$ cat src/rtl/cv32e40p_ex_wb_queue.sv
// Purpose : in-order EX->WB writeback tracker for up to DEPTH outstanding LSU ops.
// Latency : LSU response to registered regfile write is 1 cycle.
// Backpressure: ex_ready_o low while full; a response in the same cycle does not free a slot for EX.
//
// Ports
//   clk, rst                  clock and synchronous active-high reset
//   flush_i                   kill every queued writeback (entries stay for response draining)
//   ex_valid_i                EX hands over an LSU op; stored with regfile_we_i/regfile_waddr_i
//   ex_ready_o                queue can accept an op (not full)
//   lsu_rvalid_i              response for the oldest outstanding op, data lsu_rdata_i, error lsu_err_i
//   check_addr_i, hazard_o    ID-stage RAW check against pending queued writes
//   count_o                   occupancy 0..DEPTH
//   spurious_rvalid_o         sticky flag: response arrived with nothing outstanding
//   regfile_*_wb_o            registered regfile write port
module cv32e40p_ex_wb_queue #(
  parameter int DEPTH  = 2,
  parameter int DATA_W = 32,
  parameter int ADDR_W = 6
) (
  input  logic                       clk,
  input  logic                       rst,
  input  logic                       flush_i,
  input  logic                       ex_valid_i,
  input  logic                       regfile_we_i,
  input  logic [ADDR_W-1:0]          regfile_waddr_i,
  output logic                       ex_ready_o,
  input  logic                       lsu_rvalid_i,
  input  logic [DATA_W-1:0]          lsu_rdata_i,
  input  logic                       lsu_err_i,
  input  logic [ADDR_W-1:0]          check_addr_i,
  output logic                       hazard_o,
  output logic [$clog2(DEPTH+1)-1:0] count_o,
  output logic                       spurious_rvalid_o,
  output logic                       regfile_we_wb_o,
  output logic [ADDR_W-1:0]          regfile_waddr_wb_o,
  output logic [DATA_W-1:0]          regfile_wdata_wb_o
);

  localparam int PW = $clog2(DEPTH);
  localparam int CW = $clog2(DEPTH + 1);
  localparam logic [CW-1:0] FULL_CNT = CW'(DEPTH);

  logic [PW-1:0]     rd_ptr;
  logic [PW-1:0]     wr_ptr;
  logic [CW-1:0]     count_q;
  logic [DEPTH-1:0]  ent_we;
  logic [ADDR_W-1:0] ent_waddr [DEPTH];
  logic              enq;
  logic              deq;
  logic              empty;

  assign empty      = (count_q == '0);
  assign ex_ready_o = (count_q != FULL_CNT);
  assign enq        = ex_valid_i & ex_ready_o;
  assign deq        = lsu_rvalid_i & ~empty;
  assign count_o    = count_q;

  // Pointers, occupancy, write-enable bits and the WB register.
  // DEPTH is a power of two, so pointer overflow is the modulo wrap.
  always_ff @(posedge clk) begin
    if (rst) begin
      rd_ptr             <= '0;
      wr_ptr             <= '0;
      count_q            <= '0;
      ent_we             <= '0;
      spurious_rvalid_o  <= 1'b0;
      regfile_we_wb_o    <= 1'b0;
      regfile_waddr_wb_o <= '0;
      regfile_wdata_wb_o <= '0;
    end else begin
      regfile_we_wb_o <= 1'b0;
      if (deq) begin
        // A pop in the flush cycle is killed here too, since its we bit is
        // still the pre-flush value.
        regfile_we_wb_o    <= ent_we[rd_ptr] & ~lsu_err_i & ~flush_i;
        regfile_waddr_wb_o <= ent_waddr[rd_ptr];
        regfile_wdata_wb_o <= lsu_rdata_i;
        rd_ptr             <= rd_ptr + 1'b1;
      end

      if (lsu_rvalid_i && empty) begin
        spurious_rvalid_o <= 1'b1;
      end

      // Flush clears the write intent only; entries remain so the
      // outstanding responses still pop in order.
      if (flush_i) begin
        ent_we <= '0;
      end
      if (enq) begin
        ent_we[wr_ptr] <= regfile_we_i & ~flush_i;
        wr_ptr         <= wr_ptr + 1'b1;
      end

      case ({enq, deq})
        2'b10:   count_q <= count_q + 1'b1;
        2'b01:   count_q <= count_q - 1'b1;
        default: count_q <= count_q;
      endcase
    end
  end

  // Address payload needs no reset: it is only meaningful where we is set.
  always_ff @(posedge clk) begin
    if (enq) begin
      ent_waddr[wr_ptr] <= regfile_waddr_i;
    end
  end

  // RAW check over live entries, oldest first. The entry popping this cycle
  // is still live here; the WB register is covered by regfile write-through.
  always_comb begin
    hazard_o = 1'b0;
    for (int i = 0; i < DEPTH; i++) begin
      if ((CW'(i) < count_q) &&
          ent_we[rd_ptr + PW'(i)] &&
          (ent_waddr[rd_ptr + PW'(i)] == check_addr_i)) begin
        hazard_o = 1'b1;
      end
    end
    if (check_addr_i == '0) begin
      hazard_o = 1'b0;
    end
  end

endmodule

$ cat config.mk
export PLATFORM = sky130hd
export DESIGN_NAME = cv32e40p_ex_wb_queue
export DESIGN_NICKNAME = d
export VERILOG_FILES = /design/src/rtl/cv32e40p_ex_wb_queue.sv
export SDC_FILE = /design/constraint.sdc
export NUM_CORES = 1
export LEC_CHECK = 0
export ABC_AREA = 1
export CORE_ASPECT_RATIO = 2
export CORE_UTILIZATION = 25
export DETAILED_ROUTE_END_ITERATION = 16
export GPL_TIMING_DRIVEN = 0
export PLACE_DENSITY = 0.6
export SYNTH_ARGS = -nofsm -noshare
export SYNTH_HDL_FRONTEND = slang
export SYNTH_SLANG_ARGS = --single-unit
$ cat constraint.sdc
create_clock -name clk -period 3.67 [get_ports clk]
set_input_delay 0.5505 -clock clk [delete_from_list [all_inputs] [get_ports clk]]
set_output_delay 0.5505 -clock clk [all_outputs]
set_load 0.05 [all_outputs]
# After elaboration in Yosys (flattened, before gate mapping)

Memories as Yosys holds them, arrays and structs flattened. A register that Yosys moved wholly into a read port is not among the register bits.
Cells that the tools add are included.

Register bits after elaboration: 46
Word-level logic and storage cells: 61
Bits in writable memories: 12
Bits of input ports: 51
ROM bits: 0
Latch bits: 0
Memories: 1
Output and inout bits: 44

$lt $le $gt $ge: 6
Reductions and logical operators: 10
Shifts and indexed selects: 0
Bitwise operators: 9
Divide/modulo/power cells: 0
Eq/ne operators: 5
Multiplexer cells: 18
$mul: 0
Add/subtract/negate cells: 4

Memory list:

| name      | depth | bits a word | read ports | clocked after Yosys merged registers in | wr ports | line | source |
|---|---|---|---|---|---|---|---|
| ent_waddr | 2     | 6           | 2          | 1                                       | 1        | 47   | `logic [ADDR_W-1:0] ent_waddr [DEPTH];` |

Operator list:

| cell                                                       | number |
|---|---|
| == test 6 bit                                              | 2 |
| two-way mux 1 bit                                          | 12 |
| logical AND 1 bit                                          | 6 |
| logical NOT 6 bit                                          | 1 |
| less-than comparator 1 x 2 -> 1 bit, second input constant | 3 |
| two-way mux 2 bit                                          | 3 |
| bitwise AND 1 bit                                          | 5 |
| less-than comparator 1 x 2 -> 1 bit, first input constant  | 2 |
| NOT 1 bit                                                  | 4 |
| one-hot mux 2 bit (2 select lines)                         | 1 |
| adder 1 bit, second input constant                         | 2 |
| adder 2 x 1 -> 2 bit, second input constant                | 1 |
| bitwise mux 2 bit                                          | 1 |
| == test 2 x 1 -> 1 bit, second input constant              | 1 |
| == test 2 bit, second input constant                       | 1 |
| logical NOT 2 bit                                          | 1 |
| != test 2 bit, second input constant                       | 1 |
| nonzero test 2 bit                                         | 1 |
| OR reduction 2 bit                                         | 1 |
| subtractor 2 x 1 -> 2 bit, second input constant           | 1 |
| demux 1 bit (select 1 bit)                                 | 1 |
| greater-or-equal comparator 1 bit, second input constant   | 1 |

# Logic depth before layout (Yosys ltp)

Depth after elaboration: 7
Gate-level depth with buffers: 11
Depth with buffers taken out: 10

# Worst setup path before layout

No wires, ideal clock.

Path type: flip-flop to output port
Start: register count_q[1] (netlist: count_o[1])
End: output hazard_o
Stages on the path, launching flop included: 10
Required time: 3.119 ns
Path buffers: 0
Arrival: 2.094 ns
Setup slack: 1.025 ns
Path through: dfxtp_1 -> inv_1 -> ha_1 -> nor2_1 -> nand3_1 -> nor2_1 -> nand3_1 -> nor2_1 -> nor2_1 -> nor2_1

Word-level cells in the longest chain between the ends: 6
Elaborated cells between the ends (all ways): 9
Those cells by class: 2 x order compare; 3 x mux; 4 x reduce/logical

Ends and longest elaborated chain:

| item                                | line | source |
|---|---|---|
| start: declaration                  | 45   | `logic [CW-1:0] count_q;` |
| start signal: assignment            | 96   | `2'b10: count_q <= count_q + 1'b1;` |
| start signal: assignment            | 97   | `2'b01: count_q <= count_q - 1'b1;` |
| start signal: assignment            | 98   | `default: count_q <= count_q;` |
| less-than comparator 1 x 2 -> 1 bit | 115  | `if ((CW'(i) < count_q) &&` |
| logical AND 1 bit                   | 115  |  |
| logical AND 1 bit                   | 116  | `ent_we[rd_ptr + PW'(i)] &&` |
| two-way mux 1 bit                   | 115  |  |
| two-way mux 1 bit (*)               | 115  |  |
| two-way mux 1 bit (*)               | 121  | `if (check_addr_i == '0) begin` |
| end: declaration                    | 31   | `output logic hazard_o,` |

Every way passes the cells marked *; elsewhere a longest branch is shown, timed or not.

# Worst setup path in the final report

Start: input check_addr_i[5]
End: output hazard_o

Word-level cells in the longest chain between the ends: 5
Elaborated cells between the ends (all ways): 8
Those cells by class: 2 x eq/ne; 3 x mux; 3 x reduce/logical

Ends and longest elaborated chain:

| item                            | line | source |
|---|---|---|
| start: declaration              | 30   | `input logic [ADDR_W-1:0] check_addr_i,` |
| == test 6 bit                   | 117  | `(ent_waddr[rd_ptr + PW'(i)] == check_addr_i)) begin` |
| logical AND 1 bit               | 116  |  |
| two-way mux 1 bit (2 in series) | 115  |  |
| two-way mux 1 bit (*)           | 121  |  |

Marks and branches as above.

==> flow_summary_export.csv <==
group,metric,value,unit
clocking,clk_pin_slew,50,ps
logic_synthesis,yosys_warnings,0,
finish,final_cell_count_no_fill,581,
placement,place_hpwl,5790,um
detailed_routing,dr.pass1.iters,4,
pwr,totalPowerFinal,3.04,mW
sta,rsz0062_at_grt,"false",
logic_synthesis,yosysMostFrequentCell,"nor2_1",
worst_setup_path,critPathLaunchType,"input pin",
placement,gp_congestion,0.865,
floorplanning,core_area,0.0101,sq mm
worst_setup_path,cp_slowest_cell,"clkdlybuf4s50_1",
clocking,cts_setup_buffers,0,
grt,grt_pass1_vias,2528,
clocking,cts_buffer_depth,2,
worst_setup_path,timing.rr.end,"count_o[1]$_SDFFE_PP0P_",
worst_setup_path,critical_path.cell_chain,"clkdlybuf4s50_1 -> inv_1 -> nand3_1 -> nand2_1 -> nor2_1 -> nand2_1 -> nor2_1 -> nor2_1 -> nor2_1 -> clkdlybuf4s50_1",
sta,timing.fmax,320,MHz
sta,period_needed,3130,ps
worst_setup_path,critPathRequiredTime,3120,ps
clocking,cts_hold_buf,0,
pwr,leakage,1.70,nW
clocking,clock_sinks,59,
logic_synthesis,synth.cell_area,0.00258,sq mm
outcome,outcome,"finished, final reports clean",
worst_setup_path,critPathMaxStageDelay,810,ps
clocking,ctsHtreeMaxLevel,3,
job,maxCapViolations,0,
sta,min_period_over_period,85.3,%
finish,n_fill_cell,1057,
finish,nNetsFinal,496,
finish,fin_area,0.00396,sq mm
finish,multi_input_area,0.00108,sq mm
logic_synthesis,yosys.area.top_type_share,36.5,%
worst_setup_path,critPathMaxFanout,4,
logic_synthesis,syn_area_per_cell,7.64,sq um
logic_synthesis,async_reset_ff_share,0,%
detailed_routing,ant_nets,0,
floorplanning,dieArea,0.0107,sq mm
worst_setup_path,cp_common_cell,"nor2_1",
clocking,clk_latency,320,ps
hold_path,holdPathEnd,"spurious_rvalid_o$_SDFFE_PP0P_",
floorplanning,std_cell_rows,52,
finish,seqCellArea,0.00130,sq mm
detailed_routing,route.detailed.drc,0,
worst_setup_path,worst-r2r-cell-count,8,
hold_path,hold_class,"reg -> reg",
logic_synthesis,synth.yosys.seq_area_share,50.5,%
logic_synthesis,synth_fp_nets,392,
finish,finalCoreUtilization,39.3,%
hold_path,whs_path_depth,2,
floorplanning,initial_core_util,25.5,%
logic_synthesis,synth_area_leaders,"dfxtp_1 (37%), edfxtp_1 (14%), nor2_1 (12%), nand2_1 (9.2%), o21ai_0 (7.8%)",
detailed_routing,post_drt_wl_per_cell,12.7,um
clocking,cts_root_buf,"clkbuf_16",
sta,skew,4.03,ps
pwr,p_per_area,767,mW/mm^2
sta,worstMarginPinSlew,706,ps
floorplanning,ioPinCount,95,
finish,syn_to_final_growth,53.7,%
sta,hold_violations,0,
hold_path,holdCritStartpoint,"spurious_rvalid_o$_SDFFE_PP0P_",
pwr,peakVddDrop,0.368,mV
logic_synthesis,synth_flop_cell,"dfxtp_1",
floorplanning,die_w,73.8,um
grt,grt_usage,14.9,%
finish,drive_gt1_share,8.30,%
logic_synthesis,ys_ff_latch,59,
placement,io_buffer_count,93,
placement,place_area,0.00368,sq mm
detailed_routing,vias,2547,
clocking,cts_inserted_buffers,9,
grt,grt_pass1_wl,11900,um
grt,overflow,0,
finish,diodes,0,
clocking,cts_tree,"yes",
logic_synthesis,synthTopCellsByCount,"nor2_1 (85), nand2_1 (63), dfxtp_1 (47)",
detailed_routing,drt_iter0_markers,130,
worst_setup_path,crit_buf_inv,3,
placement,dp.cells,565,
logic_synthesis,syn_inst,337,
sta,max_slew_margin,52.8,%
worst_setup_path,r2r-start,"count_o[0]$_SDFFE_PP0P_",
worst_setup_path,crit_family,"buffers and inverters",
detailed_routing,drt-total-wl,7410,um
clocking,post_cts_resized,0,
worst_setup_path,cp.depth,10,
detailed_routing,vias_per_cell,4.38,
worst_setup_path,cp.arrival,2580,ps
sta,setup_viol,0,
logic_synthesis,synth_cell_type_count,27,
logic_synthesis,synth.largest_area_cell,"dfxtp_1",
sta,slew_viol_final,0,
worst_setup_path,reg2reg_slack,1620,ps
worst_setup_path,end_kind,"primary output",
sta,finalSetupTns,0,ps
floorplanning,die_y,146,um
grt,antenna_found_initial,0,
worst_setup_path,criticalPathCategory,"in -> out",
grt,grt_max_degree,11,
logic_synthesis,synth_edf_count,12,
-- per-stage QoR --
| stage | setup WS (ps) | hold slack, ps |
|---|---|---|
| final | 541 | 477 |
| after global routing | 427 | 499 |
| after CTS | 514 | 479 |
| after detailed placement | 514 | 465 |
| after global placement | 536 | 457 |
| after floorplan | 1030 | 459 |
-- placed cells by master (no fill, tap or decap), drive strengths merged --
cell type / instances
nand4: 1
a31oi: 4
ha: 4
nor2: 86
nand3b: 1
clkbuf: 19
inv: 28
clkdlybuf4s50: 93
nand2: 69
xor2: 2
o21ai: 42
edfxtp: 12
nand3: 13
a21oi: 10
clkinv: 2
or3: 1
buf: 10
dfxtp: 47
nor3: 2
-- power breakdown --
part           internal, mW  total [mW]  switching [mW]  leakage [nW]
clock network         0.509       0.785           0.275         0.143
logic                 0.442        1.35           0.906          1.06
registers             0.822       0.904          0.0819         0.499
total                  1.77        3.04            1.26          1.70
-- registers in the layout (all words and copies together), names as in the netlist, named ones only --
| name | flops |
|---|---|
| count_o | 2 |
| ent_waddr | 12 |
| ent_we | 2 |
| rd_ptr | 1 |
| regfile_waddr_wb_o | 6 |
| regfile_wdata_wb_o | 32 |
| regfile_we_wb_o | 1 |
| spurious_rvalid_o | 1 |
| wr_ptr | 1 |
-- layout make-up --
class                           instances  area share (%)
Multi-Input combinational cell        235            27.2
Sequential cell                        59            32.9
Tap cell                              135            4.27
Clock buffer                           14            6.92
Buffer                                 15            2.18
Timing Repair Buffer                   93            23.5
Inverter                               28            2.84
Clock inverter                          2           0.253
-- tightest hold or removal path, cell delays in order, from the launching register on --
cell and delay, ps:
dfxtp_1 320, a21oi_1 40, nor2_1 70
-- cells by family (layout without fill, tap and decap cells) --
| kind of cell | count (synthesis) | count (layout) | synth area share, % |
|---|---|---|---|
| AO/OA/AOI/OAI | 56 | 56 | 11.2 |
| AND/OR/NAND/NOR | 173 | 173 | 27.9 |
| adder cells (fa/ha/maj) | 4 | 4 | 1.94 |
| XOR/XNOR | 2 | 2 | 0.680 |
| flip-flops | 59 | 59 | 50.5 |
| buffers and inverters | 43 | 152 | 7.72 |
-- worst max-delay path by stage --
stage	endpoint	slack (ps)	start
after global placement	hazard_o	540	check_addr_i[5]
after CTS	hazard_o	510	check_addr_i[5]
after floorplan	hazard_o	1030	count_o[1]$_SDFFE_PP0P_
after detailed placement	hazard_o	510	check_addr_i[5]
after global routing	hazard_o	430	check_addr_i[5]
final	hazard_o	540	check_addr_i[5]
-- routing by layer --
metal	global-route usage, %	wire (um)	vias up
li1	-	-	1285
met1	14.4	2620	1167
met2	27.7	4180	79
met3	3.32	358	16
met4	8.17	246	0
met5	0	0	-
(Power assumes the default switching activity.)
